### config.mk
export PLATFORM = sky130hd
export DESIGN_NAME = muldiv_sequencer
export DESIGN_NICKNAME = d
export VERILOG_FILES = /design/src/rtl/muldiv_sequencer.sv
export SDC_FILE = /design/constraint.sdc
export NUM_CORES = 1
export LEC_CHECK = 0
export ABC_AREA = 1
export CORE_MARGIN = 4
export CORE_UTILIZATION = 45
export CTS_CLUSTER_SIZE = 14
export DETAILED_ROUTE_END_ITERATION = 10
export GPL_TIMING_DRIVEN = 0
export PLACE_DENSITY = 0.73
export SLEW_MARGIN = 20
export SYNTH_ARGS = -nofsm -noshare
export SYNTH_HDL_FRONTEND = slang
export SYNTH_SLANG_ARGS = --single-unit
export TNS_END_PERCENT = 20
### constraint.sdc
create_clock -name clk -period 4.5 [get_ports clk]
set_input_delay 1.125 -clock clk [delete_from_list [all_inputs] [get_ports clk]]
set_output_delay 1.125 -clock clk [all_outputs]
set_load 0.02 [all_outputs]
### src/rtl/muldiv_sequencer.sv
// Multi-cycle unsigned MULTU/DIVU unit with HI/LO registers.
// One shared add/subtract datapath is stepped WIDTH times by a small FSM.
module muldiv_sequencer #(
    parameter int WIDTH = 32,
    parameter int CNT_W = 6
) (
    input  logic             clk,
    input  logic             reset,
    input  logic             start,
    input  logic [5:0]       Signal,
    input  logic [WIDTH-1:0] dataA,
    input  logic [WIDTH-1:0] dataB,
    output logic             busy,
    output logic             done,
    output logic [WIDTH-1:0] hi,
    output logic [WIDTH-1:0] lo,
    output logic [WIDTH-1:0] dataOut
);
    localparam logic [5:0] FN_MULTU = 6'b011001;
    localparam logic [5:0] FN_DIVU  = 6'b011011;
    localparam logic [5:0] FN_MFHI  = 6'b010000;
    localparam logic [5:0] FN_MTHI  = 6'b010001;
    localparam logic [5:0] FN_MFLO  = 6'b010010;
    localparam logic [5:0] FN_MTLO  = 6'b010011;

    typedef enum logic [1:0] {S_IDLE, S_RUN, S_FINISH} state_t;

    state_t           r_state;
    logic [CNT_W-1:0] r_cnt;
    logic             r_is_div;
    logic [WIDTH:0]   r_upper;   // product upper half, or division remainder
    logic [WIDTH-1:0] r_lower;   // product lower half, or quotient
    logic [WIDTH-1:0] r_opb;     // multiplicand, or divisor

    logic [WIDTH:0]   w_opa;
    logic [WIDTH:0]   w_addend;
    logic [WIDTH+1:0] w_alu;
    logic             w_borrow;

    // Divide shifts {R,Q} left before the trial subtract; multiply adds only when P[0] is set.
    always_comb begin
        w_opa    = r_is_div ? {r_upper[WIDTH-1:0], r_lower[WIDTH-1]} : r_upper;
        w_addend = (r_is_div || r_lower[0]) ? {1'b0, r_opb} : '0;
        w_alu    = r_is_div ? ({1'b0, w_opa} - {1'b0, w_addend})
                            : ({1'b0, w_opa} + {1'b0, w_addend});
        w_borrow = w_alu[WIDTH+1];
    end

    always_ff @(posedge clk) begin
        if (reset) begin
            r_state  <= S_IDLE;
            r_cnt    <= '0;
            r_is_div <= 1'b0;
            r_upper  <= '0;
            r_lower  <= '0;
            r_opb    <= '0;
            busy     <= 1'b0;
            done     <= 1'b0;
            hi       <= '0;
            lo       <= '0;
        end else begin
            case (r_state)
                S_IDLE: begin
                    done <= 1'b0;
                    if (start) begin
                        if (Signal == FN_MULTU || Signal == FN_DIVU) begin
                            r_is_div <= (Signal == FN_DIVU);
                            r_upper  <= '0;
                            r_lower  <= (Signal == FN_DIVU) ? dataA : dataB;
                            r_opb    <= (Signal == FN_DIVU) ? dataB : dataA;
                            r_cnt    <= '0;
                            busy     <= 1'b1;
                            r_state  <= S_RUN;
                        end else if (Signal == FN_MTHI) begin
                            hi <= dataA;
                        end else if (Signal == FN_MTLO) begin
                            lo <= dataA;
                        end
                    end
                end
                S_RUN: begin
                    if (r_is_div) begin
                        if (!w_borrow) begin
                            r_upper <= w_alu[WIDTH:0];
                            r_lower <= {r_lower[WIDTH-2:0], 1'b1};
                        end else begin
                            r_upper <= w_opa;
                            r_lower <= {r_lower[WIDTH-2:0], 1'b0};
                        end
                    end else begin
                        r_upper <= {1'b0, w_alu[WIDTH:1]};
                        r_lower <= {w_alu[0], r_lower[WIDTH-1:1]};
                    end
                    r_cnt <= r_cnt + 1'b1;
                    if (r_cnt == CNT_W'(WIDTH - 1)) begin
                        r_state <= S_FINISH;
                        done    <= 1'b1;
                    end
                end
                S_FINISH: begin
                    hi      <= r_upper[WIDTH-1:0];
                    lo      <= r_lower;
                    busy    <= 1'b0;
                    done    <= 1'b0;
                    r_state <= S_IDLE;
                end
                default: r_state <= S_IDLE;
            endcase
        end
    end

    always_comb begin
        dataOut = '0;
        if (Signal == FN_MFHI)      dataOut = hi;
        else if (Signal == FN_MFLO) dataOut = lo;
    end
endmodule

==> impl_metrics.toml <==
[die]
die_h_um = 175
initial_utilization_pct = 46.1
core_um2 = 27200
die_w_um = 175
dieArea_um2 = 30600
rows = 60
ios = 171

[routing]
wl_met3_um = 5100
met2_length_um = 22100
drt-total-wl_um = 49800
wl_per_cell_um = 18.8
first_pass_iters = 6
drt-initial-drc-count = 1727
drc = 0
highest_layer = "met5"
drtAntennaViolNets = 0
drt-met1-wl_um = 20300
routed-via-count = 15100
viasPerCell = 5.71

[sta]
clock_skew_ns = 0.0114
slew_viol_final = 0
fin_crit_ns = 4.41
hold_viol = 0
fin_hold_ws_ns = 0.468
setup_viol = 0
worst_slack_ns = 0.0882
worst-slew-pin-transition_ns = 0.811
fin_crit_sh_pct = 98.0
max_freq_ghz = 0.227
relSlewSlack_pct = 45.9

[pwr]
power_w = 0.00371
p_leak_nw = 6.22
vdd_ir_drop_max_uv = 268
power_density_nw_per_um2 = 239

[yosys]
async_flop_share_pct = 0
ys.flop_type = "dfxtp_1"
synth.area.top_cells = "dfxtp_1 27%, o21ai_0 15%, nand2_1 12%"
syn_avg_cell_area_um2 = 6.09
synth_common_cells = "396 x nand2_1, 365 x o21ai_0, 283 x inv_1"
ys_types = 42
synth_edf_count = 0
synth_top_area_share_pct = 27.5
syn_area_um2 = 12500
synth_top_area_cell = "dfxtp_1"
ys_seq_elements = 172
yosys_warnings = 0
syn_inst = 2059
synthMostInstantiatedCell = "nand2_1"
synth.yosys.seq_area_share_pct = 27.5
syn-num-nets = 2168

[clock_network]
ctsLongestPathBuffers = 2
ctsHoldBuffers = 0
cts_tree = "done"
htree_levels = 4
clk_latency_ns = 0.44
clkTransAtPathRegs_ns = 0.07
clockRootBuffer = "clkbuf_16"
cts.sinks = 172
cts_buffers = 17

[place]
port_buffers = 170
pre_cts_slack_ns = -0.222
place_hpwl_um = 40400
gp_congestion = 1.05

[layout]
drive_gt1_share_pct = 4.84
fillers = 2725
fin_nets = 2367
area_delta_synth_final_pct = 23.8
final-seq-area_um2 = 3450
multiInputGateArea_um2 = 7570

[flow_run]
cap_violations = 0

[setup_path]
critical_path.top_delay_family = "buffers and inverters"
critPathKind = "in2out"
path_cells = "clkdlybuf4s50_1 > nand2_1 > nor3_4 > nand3_2 > clkbuf_1 > o22ai_1 > clkdlybuf4s50_1"
path_buf_inv = 3
cp_slowest_stage_delay_ns = 0.65
path_max_fanout = 10
cp_common_cell = "clkdlybuf4s50_1"
cp-end-kind = "output pin"
cp-start-kind = "input pin"
cp_slowest_cell = "clkdlybuf4s50_1"
arrival_ns = 3.29
required_ns = 3.38

[status]
run_status = "finished clean"

[grt]
first_global_vias = 14100
grt_overflow_total = 0
grt_pass1_wl_um = 75600
antenna_found_initial = 1
grtUsageTotal_pct = 30.9
grt_max_degree = 17

[hold_path]
hold_class = "reg2reg"
## repair_timing
action,4_1_cts,5_1_grt
gates resized for setup,5,38
pin swaps,1,9
endpoints found under the setup margin,30,53
buffers inserted,2,9
## registers in the layout (all words and copies together) (netlist names)
name      flops
r_upper      33
hi           32
lo           32
r_lower      32
r_opb        32
r_cnt         6
r_state       2
busy          1
done          1
r_is_div      1
## per-layer routing
metal | track usage (%) | vias up
li1 | - | 7260
met1 | 39.6 | 6823
met2 | 51.2 | 843
met3 | 5.28 | 160
met4 | 13.6 | 2
met5 | 0 | -
## report_power, final
part           internal, W  leakage (nW)  switching [W]
sequential         0.00154          1.39      0.0000137
clock             0.000854         0.276       0.000681
combinational     0.000228          4.55       0.000391
total              0.00262          6.22        0.00109
## worst register-to-register path, cell delays in order (launching register included)
cell	delay, ns
dfxtp_2	0.37
inv_6	0.12
nand2_8	0.10
buf_6	0.16
nand2_1	0.06
ha_1	0.17
nand3_1	0.13
nor2_2	0.18
nand4_1	0.18
nand2_2	0.11
o21ai_1	0.13
inv_2	0.10
o21ai_2	0.08
inv_2	0.09
o21ai_1	0.08
xor2_1	0.30
ha_2	0.36
a21oi_2	0.16
nor2_1	0.08
o21ai_1	0.15
nand2_1	0.11
a21oi_4	0.18
nand3_4	0.16
nand2_8	0.15
buf_6	0.17
nand3_1	0.10
nand3_1	0.13
a21oi_1	0.06
## area by class of cell
class / count / area share, %
Antenna cell: 1 / 0.0161
Clock inverter: 12 / 0.888
Buffer: 126 / 3.50
Inverter: 290 / 7.05
Sequential cell: 172 / 22.2
Clock buffer: 20 / 2.94
Multi-Input combinational cell: 1470 / 48.8
Timing Repair Buffer: 181 / 11.5
Tap cell: 372 / 3.00
## path summary, 6_finish.rpt
path / from / to / slack [ns] / cells past startpoint
setup / recovery: Signal[4] / dataOut[9] / 0.09 / 7
hold / removal: lo[25] / lo[25] / 0.47 / 2
setup reg to reg: r_is_div / r_upper[30] / 0.20 / 27
hold reg to reg: lo[25] / lo[25] / 0.47 / 2
## logic make-up (layout without fill, tap and decap cells)
| kind of cell | count (synthesis) | after routing | share of synthesized area, % |
|---|---|---|---|
| adders and majority gates | 36 | 36 | 3.65 |
| xor gates and xnor gates | 48 | 48 | 3.35 |
| and+or+nand+nor | 715 | 715 | 24.7 |
| AOI/OAI and AO/OA | 671 | 671 | 27.9 |
| buffers and inverters | 417 | 629 | 12.9 |
| DFF | 172 | 172 | 27.5 |
| other | 0 | 1 | 0 |
## per-stage QoR
stage	utilization (%)	instances	TNS (ns)	instance area, µm²
final	57.1	2644	0	15500
after global routing	57.1	2643	-2.05	15500
after CTS	56.4	2635	0	15300
after detailed placement	54.1	2601	-0.582	14700
after global placement	54.1	2601	-0.179	14700
after floorplan	-	2059	0	12500
## placed cells by master, fill, tap and decap left out, drive strengths merged, types with 34 or more instances in the layout
cell,n
nand4,42
o21ai,378
a21oi,215
a31oi,34
nand2,399
inv,292
ha,35
dfxtp,172
clkdlybuf4s50,168
nand3,135
clkbuf,124
nor2,115
Note: power is estimated with default switching activity, not from simulation.
